==> src/rtl/mem_arb_pkg.sv <==
// Shared definitions for the MemoryQ port arbiter.
//   arb_state_t : FSM states IDLE -> ACCESS -> (WAIT) -> RESP
//   PORT_A/B    : requester indices (A = instruction fetch, B = data access)
//   *_W_DEF     : default address/data widths of the MemoryQ RAM
package mem_arb_pkg;

  localparam int unsigned ADDR_W_DEF = 12;
  localparam int unsigned DATA_W_DEF = 12;

  localparam int unsigned PORT_A = 0;
  localparam int unsigned PORT_B = 1;

  typedef enum logic [1:0] {
    ST_IDLE   = 2'd0,
    ST_ACCESS = 2'd1,
    ST_WAIT   = 2'd2,
    ST_RESP   = 2'd3
  } arb_state_t;

endpackage

==> src/rtl/rr_arb2.sv <==
// Two-input round-robin picker.
//   clk, rst_n : clock, asynchronous active-low reset
//   req[1:0]   : requests, index PORT_A / PORT_B
//   update     : strobe; records the current winner as last grant
//   gnt[1:0]   : one-hot grant (combinational)
// The last-grant flop resets to B so that A wins the first tie.
module rr_arb2
  import mem_arb_pkg::*;
(
  input  logic       clk,
  input  logic       rst_n,
  input  logic [1:0] req,
  input  logic       update,
  output logic [1:0] gnt
);

  logic last_b;

  always_ff @(posedge clk or negedge rst_n) begin
    if (!rst_n) begin
      last_b <= 1'b1;
    end else if (update) begin
      last_b <= gnt[PORT_B];
    end
  end

  always_comb begin
    gnt = '0;
    if (req[PORT_A] && req[PORT_B]) begin
      // Tie: favour the port that did not win last time.
      if (last_b) begin
        gnt[PORT_A] = 1'b1;
      end else begin
        gnt[PORT_B] = 1'b1;
      end
    end else begin
      gnt = req;
    end
  end

endmodule

==> src/rtl/mem_port_arbiter.sv <==
// Shares the single-port MemoryQ RAM between port A (instruction fetch)
// and port B (data access), one req/ack transaction at a time.
//   clk, rst_n              : clock, asynchronous active-low reset
//   a_req/a_we/a_addr/a_wdata : port A request, held stable while a_req high
//   a_ack, a_rdata          : port A one-cycle completion pulse, read data
//   b_*                     : same for port B
//   mem_address/mem_data/mem_wren : RAM address, write data, write enable
//   mem_q                   : RAM read data, valid RD_LAT edges after address sample
//   busy                    : high whenever the FSM is not idle
//   gnt_b                   : owner of the current/last access (0 = A, 1 = B)
module mem_port_arbiter
  import mem_arb_pkg::*;
#(
  parameter int unsigned ADDR_W = ADDR_W_DEF,
  parameter int unsigned DATA_W = DATA_W_DEF,
  parameter int unsigned RD_LAT = 1
) (
  input  logic              clk,
  input  logic              rst_n,
  input  logic              a_req,
  input  logic              a_we,
  input  logic [ADDR_W-1:0] a_addr,
  input  logic [DATA_W-1:0] a_wdata,
  output logic              a_ack,
  output logic [DATA_W-1:0] a_rdata,
  input  logic              b_req,
  input  logic              b_we,
  input  logic [ADDR_W-1:0] b_addr,
  input  logic [DATA_W-1:0] b_wdata,
  output logic              b_ack,
  output logic [DATA_W-1:0] b_rdata,
  output logic [ADDR_W-1:0] mem_address,
  output logic [DATA_W-1:0] mem_data,
  output logic              mem_wren,
  input  logic [DATA_W-1:0] mem_q,
  output logic              busy,
  output logic              gnt_b
);

  // WAIT counter start value; two bits cover RD_LAT 1..4.
  localparam logic [1:0] LAT_M1 = 2'(RD_LAT - 1);

  arb_state_t state;
  logic [1:0] cnt;
  logic       we_q;
  logic [1:0] gnt;
  logic       grant_en;

  assign grant_en = (state == ST_IDLE) && (a_req || b_req);

  rr_arb2 u_rr (
    .clk    (clk),
    .rst_n  (rst_n),
    .req    ({b_req, a_req}),
    .update (grant_en),
    .gnt    (gnt)
  );

  assign busy = (state != ST_IDLE);

  // Decoded from state so the enable drops the instant reset asserts.
  assign mem_wren = (state == ST_ACCESS) && we_q;

  always_ff @(posedge clk or negedge rst_n) begin
    if (!rst_n) begin
      state       <= ST_IDLE;
      cnt         <= '0;
      we_q        <= 1'b0;
      gnt_b       <= 1'b0;
      mem_address <= '0;
      mem_data    <= '0;
      a_ack       <= 1'b0;
      b_ack       <= 1'b0;
      a_rdata     <= '0;
      b_rdata     <= '0;
    end else begin
      a_ack <= 1'b0;
      b_ack <= 1'b0;
      unique case (state)
        ST_IDLE: begin
          if (grant_en) begin
            gnt_b       <= gnt[PORT_B];
            mem_address <= gnt[PORT_A] ? a_addr  : b_addr;
            mem_data    <= gnt[PORT_A] ? a_wdata : b_wdata;
            we_q        <= gnt[PORT_A] ? a_we    : b_we;
            state       <= ST_ACCESS;
          end
        end
        ST_ACCESS: begin
          if (we_q) begin
            a_ack <= ~gnt_b;
            b_ack <= gnt_b;
            state <= ST_RESP;
          end else begin
            cnt   <= LAT_M1;
            state <= ST_WAIT;
          end
        end
        ST_WAIT: begin
          if (cnt == '0) begin
            if (gnt_b) begin
              b_rdata <= mem_q;
            end else begin
              a_rdata <= mem_q;
            end
            a_ack <= ~gnt_b;
            b_ack <= gnt_b;
            state <= ST_RESP;
          end else begin
            cnt <= cnt - 2'd1;
          end
        end
        ST_RESP: begin
          state <= ST_IDLE;
        end
        default: begin
          state <= ST_IDLE;
        end
      endcase
    end
  end

endmodule
==> config.mk <==
export PLATFORM = sky130hd
export DESIGN_NAME = mem_port_arbiter
export DESIGN_NICKNAME = d
export VERILOG_FILES = /design/src/rtl/mem_arb_pkg.sv /design/src/rtl/rr_arb2.sv /design/src/rtl/mem_port_arbiter.sv
export SDC_FILE = /design/constraint.sdc
export NUM_CORES = 1
export LEC_CHECK = 0
export ABC_AREA = 1
export ABC_CLOCK_PERIOD_IN_PS = 1700
export CAP_MARGIN = 20
export CORE_UTILIZATION = 42
export DETAILED_ROUTE_END_ITERATION = 7
export GPL_TIMING_DRIVEN = 1
export PLACE_DENSITY_LB_ADDON = 0.12
export REMOVE_ABC_BUFFERS = 1
export SYNTH_ARGS = -nofsm -noshare
export SYNTH_HDL_FRONTEND = slang
export SYNTH_HIERARCHICAL = 1
export SYNTH_SLANG_ARGS = --single-unit
==> constraint.sdc <==
create_clock -name clk -period 1.7 [get_ports clk]
set_clock_uncertainty 0.05 [all_clocks]
set_input_delay 0.34 -clock clk [delete_from_list [all_inputs] [get_ports clk]]
set_output_delay 0.34 -clock clk [all_outputs]
set_load 0.1 [all_outputs]
; ---- Yosys cells after proc, flatten, opt, wreduce, memory -nomap -nowiden
; Index checks and enable logic that the tools add are counted.
[op_classes]
add_sub_neg = 1
n_eq_ne = 7
n_mux = 19
n_bitwise = 1
n_reduce_logical = 13
[ops]
columns = operator, n
row1 = $mux W12, 2
row2 = $mux W2, 5
row3 = $reduce_and A3 Y1, 3
row4 = $mux W1, 8
row5 = $ne A2 B2 Y1 const B, 4
row6 = $pmux W2 S4, 1
row7 = $eq A2 B2 Y1 const B, 2
row8 = $logic_not A2 Y1, 2
row9 = $pmux W1 S2, 2
row10 = $pmux W2 S2, 1
row11 = $reduce_and A2 Y1, 2
row12 = $reduce_bool A2 Y1, 2
row13 = $logic_and A1 B1 Y1, 3
row14 = $eq A2 B1 Y1 const B, 1
row15 = $sub A2 B1 Y2 const B, 1
row16 = $logic_or A1 B1 Y1, 1
row17 = $not A1 Y1, 1
[totals]
regBits = 57
input_bits = 66
output_inout_bits = 53
word_cells = 52

; ---- Depth between registers and ports, before layout
; Gate-level depths: netlist (run 1).
[depth]
depth_word = 4
ltp_mapped = 8
depth_no_buf = 8

; ---- By module
; The synthesis (run 1) kept the hierarchy.
[by_module_without_submodules]
columns = module, instances, cells_per_inst, area_per_inst_um2, seq_area_each_um2
row1 = mem_port_arbiter, 1, 330, 2601.2, 1401.3
row2 = rr_arb2, 1, 9, 63.8, 26.3

; ---- Least setup slack after synthesis (run 1)
; No wires, ideal clock.
[synth_timing]
path_kind = flip-flop to flip-flop
start = register gnt_b
end = register a_rdata[0]
setup_time_ns = 0.130
t_arrival_ns = 1.575
required_ns = 1.520
setup_slack_ns = -0.055
path_stages_with_launch = 5
path_buffers = 1
synth_period_minus_slack_ns = 1.755
path_cell_list = dfrtp_1 -> inv_1 -> nand3_2 -> clkbuf_1 -> o21ai_0
[synth_via]
elab_chain_cells = 2
[synth_lines]
columns = element, line
row1 = from (decl), mem_port_arbiter.sv:37  ; output logic gnt_b
row2 = from (signal assigned), mem_port_arbiter.sv:82  ; gnt_b <= gnt[PORT_B];
row3 = $not A1 Y1 (no source line), n/a
row4 = $reduce_and A3 Y1 (no source line), n/a
row5 = to (signal assigned), mem_port_arbiter.sv:104  ; a_rdata <= mem_q;
row6 = to (decl), mem_port_arbiter.sv:25  ; output logic [DATA_W-1:0] a_rdata,
; No other way between the ends.
; A chain may end at the register's enable or synchronous reset.

; ---- Final worst setup path (run 1)
[layout_timing]
start = register state[1]
end = output mem_wren
[layout_via]
elab_chain_cells = 2
[layout_lines]
columns = element, line
row1 = from (decl), mem_port_arbiter.sv:43  ; arb_state_t state;
row2 = from (signal assigned), mem_port_arbiter.sv:66  ; state <= ST_IDLE;
row3 = from (signal assigned), mem_port_arbiter.sv:86  ; state <= ST_ACCESS;
row4 = from (signal assigned), mem_port_arbiter.sv:93  ; state <= ST_RESP;
row5 = $eq A2 B1 Y1, mem_port_arbiter.sv:62  ; assign mem_wren = (state == ST_ACCESS) && we_q;
row6 = $logic_and A1 B1 Y1, mem_port_arbiter.sv:62
row7 = to (decl), mem_port_arbiter.sv:34  ; output logic mem_wren,
; No other way between the ends.

==> results of run 1 <==
[synth_stat cells, types with 2 or more instances]
cell type / count / area share
nand2_1: 142 / 0.20
dfrtp_1: 56 / 0.53
inv_1: 49 / 0.069
o21ai_0: 47 / 0.088
buf_2: 7 / 0.013
nand3_1: 6 / 0.011
ha_1: 5 / 0.023
clkbuf_1: 4 / 0.0056
nor2_1: 4 / 0.0056
o21ai_1: 4 / 0.0075
buf_6: 2 / 0.0085
inv_2: 2 / 0.0028
nand3_2: 2 / 0.0075
[worst min path at each step]
stage            endpoint  depth (start not counted)  slack (ns)   from
2_1_floorplan       a_ack                          0      -0.006  rst_n
6_report       a_rdata[2]                          2        0.41  rst_n
3_5_place_dp   a_rdata[1]                          1        0.22  rst_n
4_1_cts        a_rdata[1]                          2        0.40  rst_n
5_1_grt        b_rdata[1]                          2        0.42  rst_n
3_3_place_gp   b_rdata[1]                          1        0.23  rst_n
[state kept, by name, summed over array words and instances, names as in the netlist]
| signal | count |
|---|---|
| a_rdata | 12 |
| b_rdata | 12 |
| mem_address | 12 |
| mem_data | 12 |
| cnt | 2 |
| state | 2 |
| a_ack | 1 |
| b_ack | 1 |
| gnt_b | 1 |
| u_rr/last_b | 1 |
| we_q | 1 |
[through the flow]
step                      instance area [sq um]  TNS, ns  setup WS, ns  hold slack (ns)
final                                      4800        0        0.0154            0.407
after global routing                       4800  -0.0795       -0.0449            0.422
after CTS                                  4770        0      0.000681            0.403
after detailed placement                   4490   -0.836       -0.0555            0.223
after global placement                     4490        0        0.0145            0.226
after floorplan                            2580   -23.11        -0.937         -0.00559
[timing repair]
action,in CTS,in global routing
hold endpoints to repair,11,0
buffers inserted,3,0
cloned,0,0
resized for setup,5,7
hold buffers,1,0
setup endpoints to repair,2,38
pin swaps,0,0
[layout make-up]
class	instances	area, sq um	share of cell area
repair buffers	131	1830	0.382
flip-flops and latches	57	1430	0.298
multi-input cells	217	1010	0.210
inverters	51	194	0.0404
clock buffers	11	141	0.0295
clock inverters	5	103	0.0214
well taps	75	93.8	0.0196
[layout by cell type, fill, tap and decap left out]
cell and count:
a21boi_4 1, a21oi_1 1, and2_1 1, buf_12 55, buf_2 1, buf_4 10
bufinv_16 3, clkbuf_1 1, clkbuf_8 10, clkdlybuf4s50_1 64, clkinv_2 1, clkinvlp_4 1
dfrtp_1 56, dfstp_2 1, dlygate4sd3_1 1, ha_1 2, ha_2 3, inv_1 46
inv_2 4, inv_4 1, nand2_1 141, nand2_4 1, nand3_1 6, nand3_4 2
nand4_1 1, nor2_1 4, nor2_2 1, nor2_4 1, o211ai_1 1, o21ai_0 47
o21ai_1 4
[metal layers]
| layer | share of wire | wire length [microns] |
|---|---|---|
| met5 | 0 | 0 |
| met4 | 0.028 | 191 |
| met3 | 0.078 | 526 |
| met2 | 0.49 | 3330 |
| met1 | 0.40 | 2710 |
[critical path: cells and delay by family, from the launching register on]
kind / cells / cell delay [ns]
buffers and inverters: 3 / 0.30
DFF: 1 / 0.39
adders and majority gates: 1 / 0.20
and+or+nand+nor: 1 / 0.07
[cells by family (layout without fill, tap and decap cells)]
kind of cell             Yosys count  after routing  synth area share
AND/OR/NAND/NOR                  158            158             0.236
buffers and inverters             65            198             0.102
flip-flops                        57             57             0.536
AO/OA/AOI/OAI                     54             54             0.103
adder cells (fa/ha/maj)            5              5            0.0235
==> out/results.tsv, run 1 <==
metric	value	unit
grt_pass1_vias	2383	
worstMarginPinSlew	0.379	ns
place_hpwl	5150	microns
synth_area	2670	sq um
cap_violations	0	
reg2reg_from	state[0]	
place_inst	527	
root_buffer	clkbuf_8	
diodes	0	
cts_buffers	9	
firstDrtPassIters	4	
gp_congestion	0.783	
grtUsageMet1	0.258	
die_y	81.7	microns
areaGrowthSynthToFinish	80.0	%
antenna_found_initial	0	
r2r_slack	0.11	ns
maxSlewViolCount	0	
vias_per_cell	4.70	
num_rows	28	
max_freq	0.594	GHz
pin_count	119	
layout-drive-gt1-share	0.203	
utilization	0.796	
critPathCapture	mem_wren	
instances_no_fill	547	
vias	2571	
grt_first_pass_wirelength	10900	microns
start_kind	register	
clk_pin_slew	0.07	ns
portBuffers	118	
grt-busiest-layer	met2	
cts.sinks	57	
crit_path_end_kind	primary output	
required	1.31	ns
nets	538	
track_usage	0.223	
dr.first_iter.drc_count	135	
finalSetupViolCount	0	
fillCellCount	398	
cts_max_level	3	
clock_latency	0.33	ns
async_reset_ff_frac	1.00	
avgSynthCellArea	7.86	sq um
cp.arrival	1.29	ns
hold_viol	0	
routedWlPerCell	12.3	microns
cts_buffer_depth	2	
critPathMaxStageDelay	0.39	ns
finalCritPeriodShare	0.991	
drt_wl_total	6760	microns
die_w	81.7	microns
crit_path_top_delay_cell	dfrtp_1	
grt-ovfl-total	0	
min_period	1.68	ns
reg2reg_depth	9	
outcome	complete, no violations	
grt_use_met2	0.368	
reg2reg_to	u_rr/last_b	
synth.distinct_cells	22	
start_util	0.442	
crit_fanout	4	
synth_seq_cells	57	
die_area	6670	sq um
ys_seq_area_frac	0.536	
maxSlewHeadroom	0.748	
rsz0062_at_grt	yes	
crit_chain	inv_2 > ha_2 > nand2_4 > inv_2 > buf_12	
worstSetupStartpoint	state[1]	
hold_class	in2async	
ys.flop_type	dfrtp_1	
syn_inst	339	
drcViolationCount	0	
synth_edf_count	0	
use_met3	0.0678	
cts_tree	done	
core-area	6030	sq um
ys.warnings.count	6	
drtAntennaViolNets	0	
path_class	reg2out	
path_common_cell	inv_2	
grt_start_max_net_pins	45	
Power of run 1 is not shown: default switching activity piles up to over one toggle a cycle in this logic, so the estimate is an artifact.
==> run 2, diff against run 1 <==
--- a/config.mk
+++ b/config.mk
@@ -7,3 +7,2 @@
 export LEC_CHECK = 0
-export ABC_AREA = 1
 export ABC_CLOCK_PERIOD_IN_PS = 1700
--- a/constraint.sdc
+++ b/constraint.sdc
@@ -4,2 +4,2 @@
 set_output_delay 0.34 -clock clk [all_outputs]
-set_load 0.1 [all_outputs]
+set_load 0.005 [all_outputs]
==> run 2 against run 1 <==
Maximum frequency up 3.3%. Critical path depth down 1. Synthesized area down 1.8%. Count of clock-buffer cells in the layout down 1.
==> out/results.tsv, run 2 <==
metric	value	unit	change
outcome	complete, no violations		
synth.distinct_cells	27		+23%
maxSlewHeadroom	0.707		-0.0405
cap_violations	0		unchanged
die_y	80.9	microns	-0.87%
grt-ovfl-total	0		unchanged
crit_path_end_kind	primary output		
ys.flop_type	dfrtp_1		
max_freq	0.613	GHz	+3.3%
seq_power_share	0.324		
wl_met1	2440	microns	-9.9%
rsz0062_at_grt	no		
comb_power_share	0.469		
synth_edf_count	0		unchanged
diodes	0		unchanged
synth_top_cell_by_area	dfrtp_1		
wl_met3	539	microns	+2.5%
met2_length	2920	microns	-12%
layout-drive-gt1-share	0.223		+0.0192
ys_seq_area_frac	0.545		+0.00973
avgSynthCellArea	12.7	sq um	+62%
start_kind	register		
drt_wl_total	5970	microns	-12%
drcViolationCount	0		unchanged
dr.first_iter.drc_count	73		-46%
hold_depth	2		
critPathMaxStageDelay	0.39	ns	about the same
power_switching_share	0.283		
r2r_slack	0.08	ns	-0.03 ns
grt_first_pass_wirelength	9850	microns	-9.5%
yosysMostFrequentCell	dfrtp_1		
grt_start_max_net_pins	43		-4.4%
power.density	1720	nW/um^2	
reg2reg_depth	5		-4
crit_path_top_delay_cell	dfrtp_1		
syn_inst	206		-39%
cp.arrival	1.24	ns	-0.05 ns
finalCritPeriodShare	0.960		-0.0313
num_rows	28		unchanged
vias	2034		-21%
ys.warnings.count	6		unchanged
async_reset_ff_frac	1.00		unchanged
start_util	0.439		-0.00278
power.switching	2.09	mW	
hold_viol	0		unchanged
root_buffer	clkbuf_8		
synth.top_cells.by_count	dfrtp_1 (56), nand2_1 (29), mux2i_1 (25), o21ai_0 (25), mux2_4 (22)		
p_leak	1.96	nW	
die_w	80.9	microns	-0.87%
routedWlPerCell	14.2	microns	+15%
grt_pass1_vias	2094		-12%
crit_fanout	2		-2
pin_count	119		unchanged
synth_top_area_frac	0.535		+0.00955
clockPowerShare	0.207		
clock_latency	0.32	ns	about the same
clk_pin_slew	0.06	ns	about the same
utilization	0.722		-0.0747
crit_chain	inv_2 > ha_4 > inv_1 > dlygate4sd2_1		
cts_tree	done		
fin_setup_tns	0	ns	unchanged
die_area	6550	sq um	-1.7%
synth_seq_cells	57		unchanged
antenna_found_initial	0		unchanged
areaGrowthSynthToFinish	64.2	%	
track_usage	0.202		-0.0216
power.internal	5.30	mW	
cts_buffer_depth	2		unchanged
firstDrtPassIters	4		unchanged
whs	0.426	ns	+0.0196 ns
core-area	5960	sq um	-1.2%
final_cell_mix	clkdlybuf4s50_1 (115), dfrtp_1 (56), nand2_1 (28)		
cts_buffers	9		unchanged
synth_area	2620	sq um	-1.8%
synthTopCellsByArea	dfrtp_1 (54%), mux2_4 (13%), mux2i_1 (9.6%)		
cts_max_level	3		unchanged
top_layer	met4		
maxSlewViolCount	0		unchanged
cts.sinks	57		unchanged
finalSetupViolCount	0		unchanged
nets	412		-23%
hold_class	reg2reg		
path_class	reg2out		
mostFrequentLayoutCell	clkdlybuf4s50_1		
peakVddDrop	0.866	mV	
min_period	1.63	ns	-0.0531 ns
drtAntennaViolNets	0		unchanged
vias_per_cell	4.83		+2.8%
required	1.31	ns	about the same
worstMarginPinSlew	0.439	ns	+0.0607 ns
portBuffers	118		unchanged
gp_congestion	0.759		-3.0%
place_hpwl	4420	microns	-14%
==> run 2: cell count changes in the layout (fill, tap and decap cells not counted), moves of 3 or more <==
cell             before  now
mux2_4                0   22
o21ai_0              47   25
mux2_2                0    7
buf_12               55    5
clkdlybuf4s50_1      64  115
ha_2                  3    0
o21ai_1               4    0
mux2i_1               0   25
nand3_1               6    0
inv_1                46    7
nand2_1             141   28
==> run 2: worst max-delay path: cells and delay by family, from the launching register on <==
kind / cells / cell delay, ns
DFF: 1 / 0.39
adders and majority gates: 1 / 0.13
buffers and inverters: 3 / 0.39
==> run 2: cell type report <==
type                    count  area [sq um]
clock inverters             6           105
fillers                   460          1660
clock buffers              10           138
repair buffers            134          1360
flip-flops and latches     57          1430
well taps                  75          93.8
multi-input cells         130          1140
inverters                   9          33.8
==> run 2: cell families (layout without fill, tap and decap cells) <==
kind of cell,after synthesis,count (layout),share of synthesized area
compound gates,35,35,0.0841
fa+ha+maj,5,5,0.0239
buf+inv,19,159,0.0363
flops,57,57,0.545
mux,54,54,0.252
simple gates,36,36,0.0583
==> run 2: power groups by stage <==
stage / logic, mW / registers, mW / clock network, mW
finish: 3.47 / 2.40 / 1.53
CTS: 3.47 / 2.40 / 1.57
global placement: 3.34 / 2.39 / 0
detailed placement: 3.39 / 2.42 / 0
floorplan: 1.41 / 2.44 / 0
global route: 3.81 / 2.48 / 1.63
==> run 2: worst paths after layout <==
kind	start	to
max	state[1]	busy
max reg2reg	state[1]	a_rdata[8]
min	mem_address[11]	mem_address[11]
min in group asynchronous	rst_n	b_rdata[8]
min reg2reg	mem_address[11]	mem_address[11]
max in group asynchronous	rst_n	a_rdata[10]
==> run 2: what timing repair did <==
item                       4_1_cts  5_1_grt
setup endpoints to repair        3        3
hold buffers                     1        0
gates resized for setup          8        5
setup buffers                    2        0
hold endpoints to repair        16        0
==> run 2: through the flow <==
stage	total power [mW]	instance area, sq um	setup WS [ns]	instances
floorplan	3.85	2560	-2.15	196
global placement	5.73	4000	-0.0381	402
detailed placement	5.80	4000	-0.0755	402
CTS	7.44	4280	0.00912	421
global route	7.92	4300	0.00543	421
finish	7.40	4300	0.0685	421
==> run 2: metal layers <==
layer  vias to the layer above  global-route usage
met5                         -                   0
met4                         0              0.0911
met3                         7              0.0742
met2                        81               0.336
met1                       962               0.230
li1                        984                   -
Power figures use the tool's default switching activity.
